### src/rtl/profiler_trigger_pkg.sv
`default_nettype none
// ============================================================================
// Module      : taiga_types (package)
// Description : Shared types for the hot-loop profiler and the exception
//               codes it raises into the global-control unit.
// Revision    : 1.0 - initial release
// ============================================================================
package taiga_types;

   localparam int PROFILER_COUNT_W = 10;

   // Profiler trigger state machine encoding
   typedef enum logic [1:0] {
      PROF_IDLE     = 2'd0,
      PROF_ARMED    = 2'd1,
      PROF_WAIT_ACK = 2'd2
   } profiler_state_t;

   // Software-visible view of one loop-table entry
   typedef struct packed {
      logic                        valid;
      logic [31:0]                 tag;
      logic [31:0]                 end_pc;
      logic [PROFILER_COUNT_W-1:0] count;
   } profiler_entry_t;

   // Exception causes delivered to gc_unit
   typedef enum logic [4:0] {
      INST_ADDR_MISSALIGNED = 5'd0,
      INST_ACCESS_FAULT     = 5'd1,
      ILLEGAL_INST          = 5'd2,
      BREAKPOINT            = 5'd3,
      LOAD_ADDR_MISSALIGNED = 5'd4,
      LOAD_FAULT            = 5'd5,
      STORE_AMO_ADDR_MISSALIGNED = 5'd6,
      STORE_AMO_FAULT       = 5'd7,
      ECALL_U               = 5'd8,
      ECALL_S               = 5'd9,
      ECALL_M               = 5'd11,
      PROFILER_EXCEPTION    = 5'd24
   } exception_code_t;

endpackage
`default_nettype wire

### src/rtl/profiler_cam.sv
`default_nettype none
// ============================================================================
// Module      : profiler_cam
// Description : Fully-associative tag match for the loop table. Produces the
//               hit one-hot/index and the lowest-index free slot.
// Revision    : 1.0 - initial release
// ============================================================================
module profiler_cam #(
   parameter int ENTRIES = 8,
   parameter int IDX_W   = $clog2(ENTRIES)
) (
   input  logic [ENTRIES-1:0]    valid,
   input  logic [ENTRIES*32-1:0] tags,
   input  logic [31:0]           key,
   output logic                  hit,
   output logic [ENTRIES-1:0]    hit_onehot,
   output logic [IDX_W-1:0]      hit_idx,
   output logic                  free_any,
   output logic [IDX_W-1:0]      free_idx
);

   generate
      for (genvar gi = 0; gi < ENTRIES; gi++) begin : g_cmp
         assign hit_onehot[gi] = valid[gi] && (tags[gi*32 +: 32] == key);
      end
   endgenerate

   assign hit      = |hit_onehot;
   assign free_any = ~&valid;

   // Encode the hit line and the lowest-index invalid line
   always_comb begin
      hit_idx  = '0;
      free_idx = '0;
      for (int i = ENTRIES-1; i >= 0; i--) begin
         if (hit_onehot[i]) hit_idx  = IDX_W'(i);
         if (!valid[i])     free_idx = IDX_W'(i);
      end
   end

endmodule
`default_nettype wire

### src/rtl/profiler_trigger.sv
`default_nettype none
// ============================================================================
// Module      : profiler_trigger
// Description : Hot-loop detector. Counts taken backward branches per loop
//               target and raises a one-cycle profiler_exception when a
//               target reaches THRESHOLD, holding the loop bounds for the
//               handler until it acknowledges.
// Revision    : 1.0 - initial release
// ============================================================================
module profiler_trigger
   import taiga_types::*;
#(
   parameter int ENTRIES   = 8,
   parameter int COUNT_W   = 10,
   parameter int THRESHOLD = 512
) (
   input  logic        clk,
   input  logic        rst_n,
   input  logic        enable,
   input  logic        table_clear,
   input  logic        br_valid,
   input  logic        br_taken,
   input  logic [31:0] br_pc,
   input  logic [31:0] br_target,
   input  logic        fire_block,
   input  logic        handler_ack,
   output logic        profiler_exception,
   output logic [31:0] hot_start,
   output logic [31:0] hot_end,
   output logic        busy
);

   localparam int                 IDX_W       = $clog2(ENTRIES);
   localparam logic [COUNT_W-1:0] C_THRESHOLD = COUNT_W'(THRESHOLD);

   // Loop table. An entry's loop end is only ever observed on the cycle it is
   // written, so the trigger latches it straight from br_pc.
   logic [ENTRIES-1:0]    r_valid;
   logic [31:0]           r_tag   [ENTRIES];
   logic [COUNT_W-1:0]    r_count [ENTRIES];
   logic [IDX_W-1:0]      r_victim;

   profiler_state_t       r_state;
   profiler_state_t       w_next_state;

   logic [ENTRIES*32-1:0] w_tags;
   logic                  w_hit;
   logic [ENTRIES-1:0]    w_hit_onehot;
   logic [IDX_W-1:0]      w_hit_idx;
   logic                  w_free_any;
   logic [IDX_W-1:0]      w_free_idx;

   logic                  w_cand;
   logic [IDX_W-1:0]      w_sel_idx;
   logic [COUNT_W-1:0]    w_cur_count;
   logic [COUNT_W-1:0]    w_new_count;
   logic                  w_at_thresh;
   logic                  w_fire;

   generate
      for (genvar gi = 0; gi < ENTRIES; gi++) begin : g_tags
         assign w_tags[gi*32 +: 32] = r_tag[gi];
      end
   endgenerate

   profiler_cam #(
      .ENTRIES (ENTRIES),
      .IDX_W   (IDX_W)
   ) u_cam (
      .valid      (r_valid),
      .tags       (w_tags),
      .key        (br_target),
      .hit        (w_hit),
      .hit_onehot (w_hit_onehot),
      .hit_idx    (w_hit_idx),
      .free_any   (w_free_any),
      .free_idx   (w_free_idx)
   );

   assign w_cand = br_valid && br_taken && enable && (br_target < br_pc);

   // Pick the entry to update and form its next count. Counts stop at
   // THRESHOLD, so a target that crossed it while a trigger was outstanding
   // stays there and matches again on its next candidate after the ack.
   always_comb begin
      w_sel_idx   = w_hit ? w_hit_idx : (w_free_any ? w_free_idx : r_victim);
      w_cur_count = w_hit ? r_count[w_hit_idx] : '0;
      w_new_count = (w_cur_count >= C_THRESHOLD) ? C_THRESHOLD
                                                 : w_cur_count + COUNT_W'(1);
      w_at_thresh = w_cand && !table_clear && (w_new_count == C_THRESHOLD);
   end

   // Loop table update; a clear overrides any lookup in the same cycle
   always_ff @(posedge clk or negedge rst_n) begin
      if (!rst_n) begin
         r_valid  <= '0;
         r_victim <= '0;
         for (int i = 0; i < ENTRIES; i++) begin
            r_tag[i]   <= '0;
            r_count[i] <= '0;
         end
      end else if (table_clear) begin
         r_valid  <= '0;
         r_victim <= '0;
      end else if (w_cand) begin
         r_valid[w_sel_idx] <= 1'b1;
         r_tag[w_sel_idx]   <= br_target;
         r_count[w_sel_idx] <= w_fire ? '0 : w_new_count;
         if (!w_hit && !w_free_any) begin
            r_victim <= r_victim + IDX_W'(1);
         end
      end
   end

   // Trigger state register
   always_ff @(posedge clk or negedge rst_n) begin
      if (!rst_n) begin
         r_state <= PROF_IDLE;
      end else begin
         r_state <= w_next_state;
      end
   end

   // Trigger next-state and pulse generation
   always_comb begin
      w_next_state       = r_state;
      w_fire             = 1'b0;
      profiler_exception = 1'b0;
      case (r_state)
         PROF_IDLE: begin
            if (w_at_thresh) begin
               w_fire       = 1'b1;
               w_next_state = PROF_ARMED;
            end
         end
         PROF_ARMED: begin
            if (!fire_block) begin
               profiler_exception = 1'b1;
               w_next_state       = PROF_WAIT_ACK;
            end
         end
         PROF_WAIT_ACK: begin
            if (handler_ack) begin
               w_next_state = PROF_IDLE;
            end
         end
         default: w_next_state = PROF_IDLE;
      endcase
   end

   // Hot region bounds captured at the moment a trigger commits
   always_ff @(posedge clk or negedge rst_n) begin
      if (!rst_n) begin
         hot_start <= '0;
         hot_end   <= '0;
      end else if (w_fire) begin
         hot_start <= br_target;
         hot_end   <= br_pc;
      end
   end

   assign busy = (r_state != PROF_IDLE);

endmodule
`default_nettype wire

### config.mk
export PLATFORM = sky130hd
export DESIGN_NAME = profiler_trigger
export DESIGN_NICKNAME = d
export VERILOG_FILES = /design/src/rtl/profiler_trigger_pkg.sv /design/src/rtl/profiler_cam.sv /design/src/rtl/profiler_trigger.sv
export SDC_FILE = /design/constraint.sdc
export NUM_CORES = 1
export LEC_CHECK = 0
export BUFFER_PORTS_ARGS = -buffer_cell sky130_fd_sc_hd__buf_2
export CORE_MARGIN = 2
export CORE_UTILIZATION = 60
export DETAILED_ROUTE_END_ITERATION = 6
export GPL_TIMING_DRIVEN = 0
export PLACE_DENSITY = 0.79
export SYNTH_ARGS = -nofsm -noshare
export SYNTH_HDL_FRONTEND = slang
export SYNTH_SLANG_ARGS = --single-unit
### constraint.sdc
create_clock -name clk -period 9 [get_ports clk]
set_input_delay 0.45 -clock clk [delete_from_list [all_inputs] [get_ports clk]]
set_output_delay 0.45 -clock clk [all_outputs]
set_load 0.005 [all_outputs]
==> impl_results.md <==
* Status: finished, violations left
* Failing checks: DRC
* Final setup fails at 0
* DP Area at 0.0224 mm^2
* Ranking of synthesized cells by area: dfrtp_1 (49%), mux2_2 (14%), xnor2_1 (5.7%), xor2_1 (5.0%), mux2_4 (3.5%)
* Sw Share at 25.1%
* Final Cycle Share at 73.4%
* Comb power frac at 9.1%
* Post-synth EDFFs at 0
* Synth top cells by count: dfrtp_1 (413), mux2_2 (258), nand2_1 (141)
* Die H at 191 um
* Crit path time final at 6.61 ns
* Avg Cell Area, Syn at 11.6 um^2
* Drt total wl at 70100 um
* Cell Chain, Critical Path: xor2_1 -> nor4_1 -> nand3_1 -> nor4_1 -> o211ai_1 -> o21ai_1 -> mux2i_1 -> a31oi_1 -> inv_1 -> ha_1 -> xnor2_1 -> or4_1 -> a21o_1 -> buf_6 -> buf_6 -> mux2_4
* Worst Path Required at 9.46 ns
* WP data arrival at 7.06 ns
* Starting Density at 61.0%
* Filler cells at 2580
* Slew Limit Fails at 0
* LEAKAGE at 11.7 nW
* CP peak stage delay at 0.83 ns
* Clk Latency, worst-skew pair at 0.59 ns
* Max VDD drop at 173 uV
* Unique masters post-synth at 68
* Area grow syn2layout at 13.3%
* DP HPWL at 49100 um
* I/O pin cnt at 138
* Vias in the first global route at 16224
* CTS Root Cell: clkbuf_16
* Area leader, netlist: dfrtp_1
* Die area at 0.0366 mm^2
* Slew @ Worst Pin at 1.15 ns
* Fmax at 151 MHz
* GPL Wtd Cong at 0.976
* Initial antenna violation count at 0
* Crit Path Category: reg2reg
* Synthesized instance count at 1821
* GRT Util Overall at 39.0%
* Worst Hold Class: in2reg
* Switching power at 1.06 mW
* CTS Buf Count at 43
* Synth top area share at 49.0%
* Post-layout instance area at 0.0239 mm^2
* Clock network power share at 44.3%
* WL/cell at 28.1 um
* Die width at 191 um
* Vias at 16015
* Pwr Density at 177 mW/mm^2
* 1st-pass router iterations at 7
* Hold_buf cts at 1
* Worst path slowest cell: nor4_1
* Internal at 3.16 mW
* H-tree depth at 2
* Synth Flop Type: dfrtp_1
* Startpoint Class: register
* Share of synthesized registers carrying an async set or reset at 100%
* Global-route wire length before repair at 103000 um
* Final hold viol count at 0
* ANT nets after route at 0
* Syn_nets at 1927
* YS warnings at 0
* Post-CTS Setup Bufs at 0
* Max cap viols at 0
* IO Port Bufs at 136
* Number of DRC markers in iteration 0 at 1737
* Largest net degree at the start of global routing at 127
* Max Root-Sink Buffers at 3
* Seq cells post-synth at 413
* DRC at 1
* CTS clk-pin slew, worst paths at 0.07 ns
* Reg power frac at 46.6%
* Core area at 0.0345 mm^2
* Placed insts at 2415
* Synth Cell Area at 0.0211 mm^2
* Max-slew headroom at 21.6%
* Crit end category: register
* Post-synthesis sequential area ratio at 49.0%
* Gr ovfl total at 0
* TritonCTS clock tree: yes
* Clock Skew at 0.0232 ns
* Clock sinks at 413
* Most common cell in the synthesized netlist: dfrtp_1
* CP max FO at 10
* RSZ-0062 raised after global routing: false
* Num rows at 68
* # resized after CTS at 0
* Nets at 2112
* Via/cell ratio at 6.42
* Finished Layout Cells at 2495
* Share of cells above drive strength 1 at 28.2%
## final timing paths
| kind | startpoint | to | slack, ns | depth (start not counted) |
|---|---|---|---|---|
| worst max-delay path | r_tag[19]$_DFFE_PN0P_ | hot_start[20]$_DFFE_PN0P_ | 2.39 | 16 |
| worst min-delay path | br_pc[10] | hot_end[10]$_DFFE_PN0P_ | 0.10 | 2 |
| max in group asynchronous | rst_n | r_tag[16]$_DFFE_PN0P_ | 7.03 | 4 |
| worst min register to register | r_count[38]$_DFFE_PN0P_ | r_count[38]$_DFFE_PN0P_ | 0.48 | 2 |
| min in group asynchronous | rst_n | r_state[1]$_DFFE_PN0P_ | 0.43 | 2 |
| worst max register to register | r_tag[19]$_DFFE_PN0P_ | hot_start[20]$_DFFE_PN0P_ | 2.39 | 16 |
## power groups by stage
stage / Clock [mW] / Combinational (mW) / Sequential [mW]
floorplan: 0 / 0.219 / 1.98
global route: 1.95 / 0.412 / 1.97
detailed placement: 0 / 0.375 / 2.00
finish: 1.87 / 0.385 / 1.96
CTS: 1.87 / 0.380 / 1.96
global placement: 0 / 0.362 / 1.99
## flip-flops by register name (all words and copies together) (netlist names)
name / flops
r_valid: 8
r_state: 2
hot_end: 32
r_count: 80
hot_start: 32
r_victim: 3
r_tag: 256
## cells in the final DEF, fill, tap and decap left out, drive strengths merged, types with 5 or more instances in the layout
cell,Yosys,routed
a211oi,9,9
a21o,17,17
a21oi,18,18
a22oi,8,8
a32oi,5,5
and3,7,7
buf,58,197
clkbuf,68,130
clkinv,0,10
dfrtp,413,413
ha,34,34
inv,55,56
mux2,307,307
mux2i,29,29
nand2,142,142
nand2b,5,5
nand3,40,40
nand4,50,50
nor2,32,32
nor3,19,19
nor4,32,32
o211ai,17,17
o21ai,120,120
o31ai,5,5
or4,6,6
xnor2,137,137
xor2,121,121
## routing by layer
layer	up-vias	share of wire (%)	GRT usage, %
met1	8119	39	50.7
met2	856	45	59.8
li1	6776	-	-
met5	-	0	0
met3	264	9.3	9.47
met4	0	6.2	22.2
## worst max-delay path, delay by kind of cell (launching register included)
kind	cells	cell delay, ns
AOI/OAI and AO/OA	4	1.94
buffers and inverters	3	0.48
adders and majority gates	1	0.27
xor gates and xnor gates	2	0.34
and+or+nand+nor	4	2.47
DFF	1	0.40
muxes	2	0.52
## per-stage QoR
stage | setup slack (ns) | hold slack (ns) | setup TNS (ns) | power [mW] | utilization, %
finish | 2.39 | 0.101 | 0 | 4.22 | 69.2
global route | 2.32 | 0.104 | 0 | 4.33 | 69.2
CTS | 2.61 | 0.0889 | 0 | 4.21 | 69.2
detailed placement | 2.03 | 0.465 | 0 | 2.37 | 64.9
global placement | -0.630 | 0.461 | -238.46 | 2.35 | 64.6
floorplan | 4.33 | 0.154 | 0 | 2.20 | -
## cell families after synthesis
family	synth area share, %
and+or+nand+nor	8.11
adders and majority gates	2.02
AOI/OAI and AO/OA	7.73
xor gates and xnor gates	10.7
DFF	49.0
buffers and inverters	3.75
muxes	18.7
## area by class of cell
class                           instances  area, um^2  share of cell area, %
Sequential cell                       413       10300                   43.3
Multi-Input combinational cell       1227        9950                   41.7
Clock buffer                           62        1260                   5.27
Timing Repair Buffer                  140         783                   3.28
Buffer                                126         583                   2.44
Tap cell                              455         569                   2.38
Inverter                               55         206                  0.864
Clock inverter                         16         198                  0.827
Antenna cell                            1        2.50                 0.0105
Power figures use the tool's default switching activity.
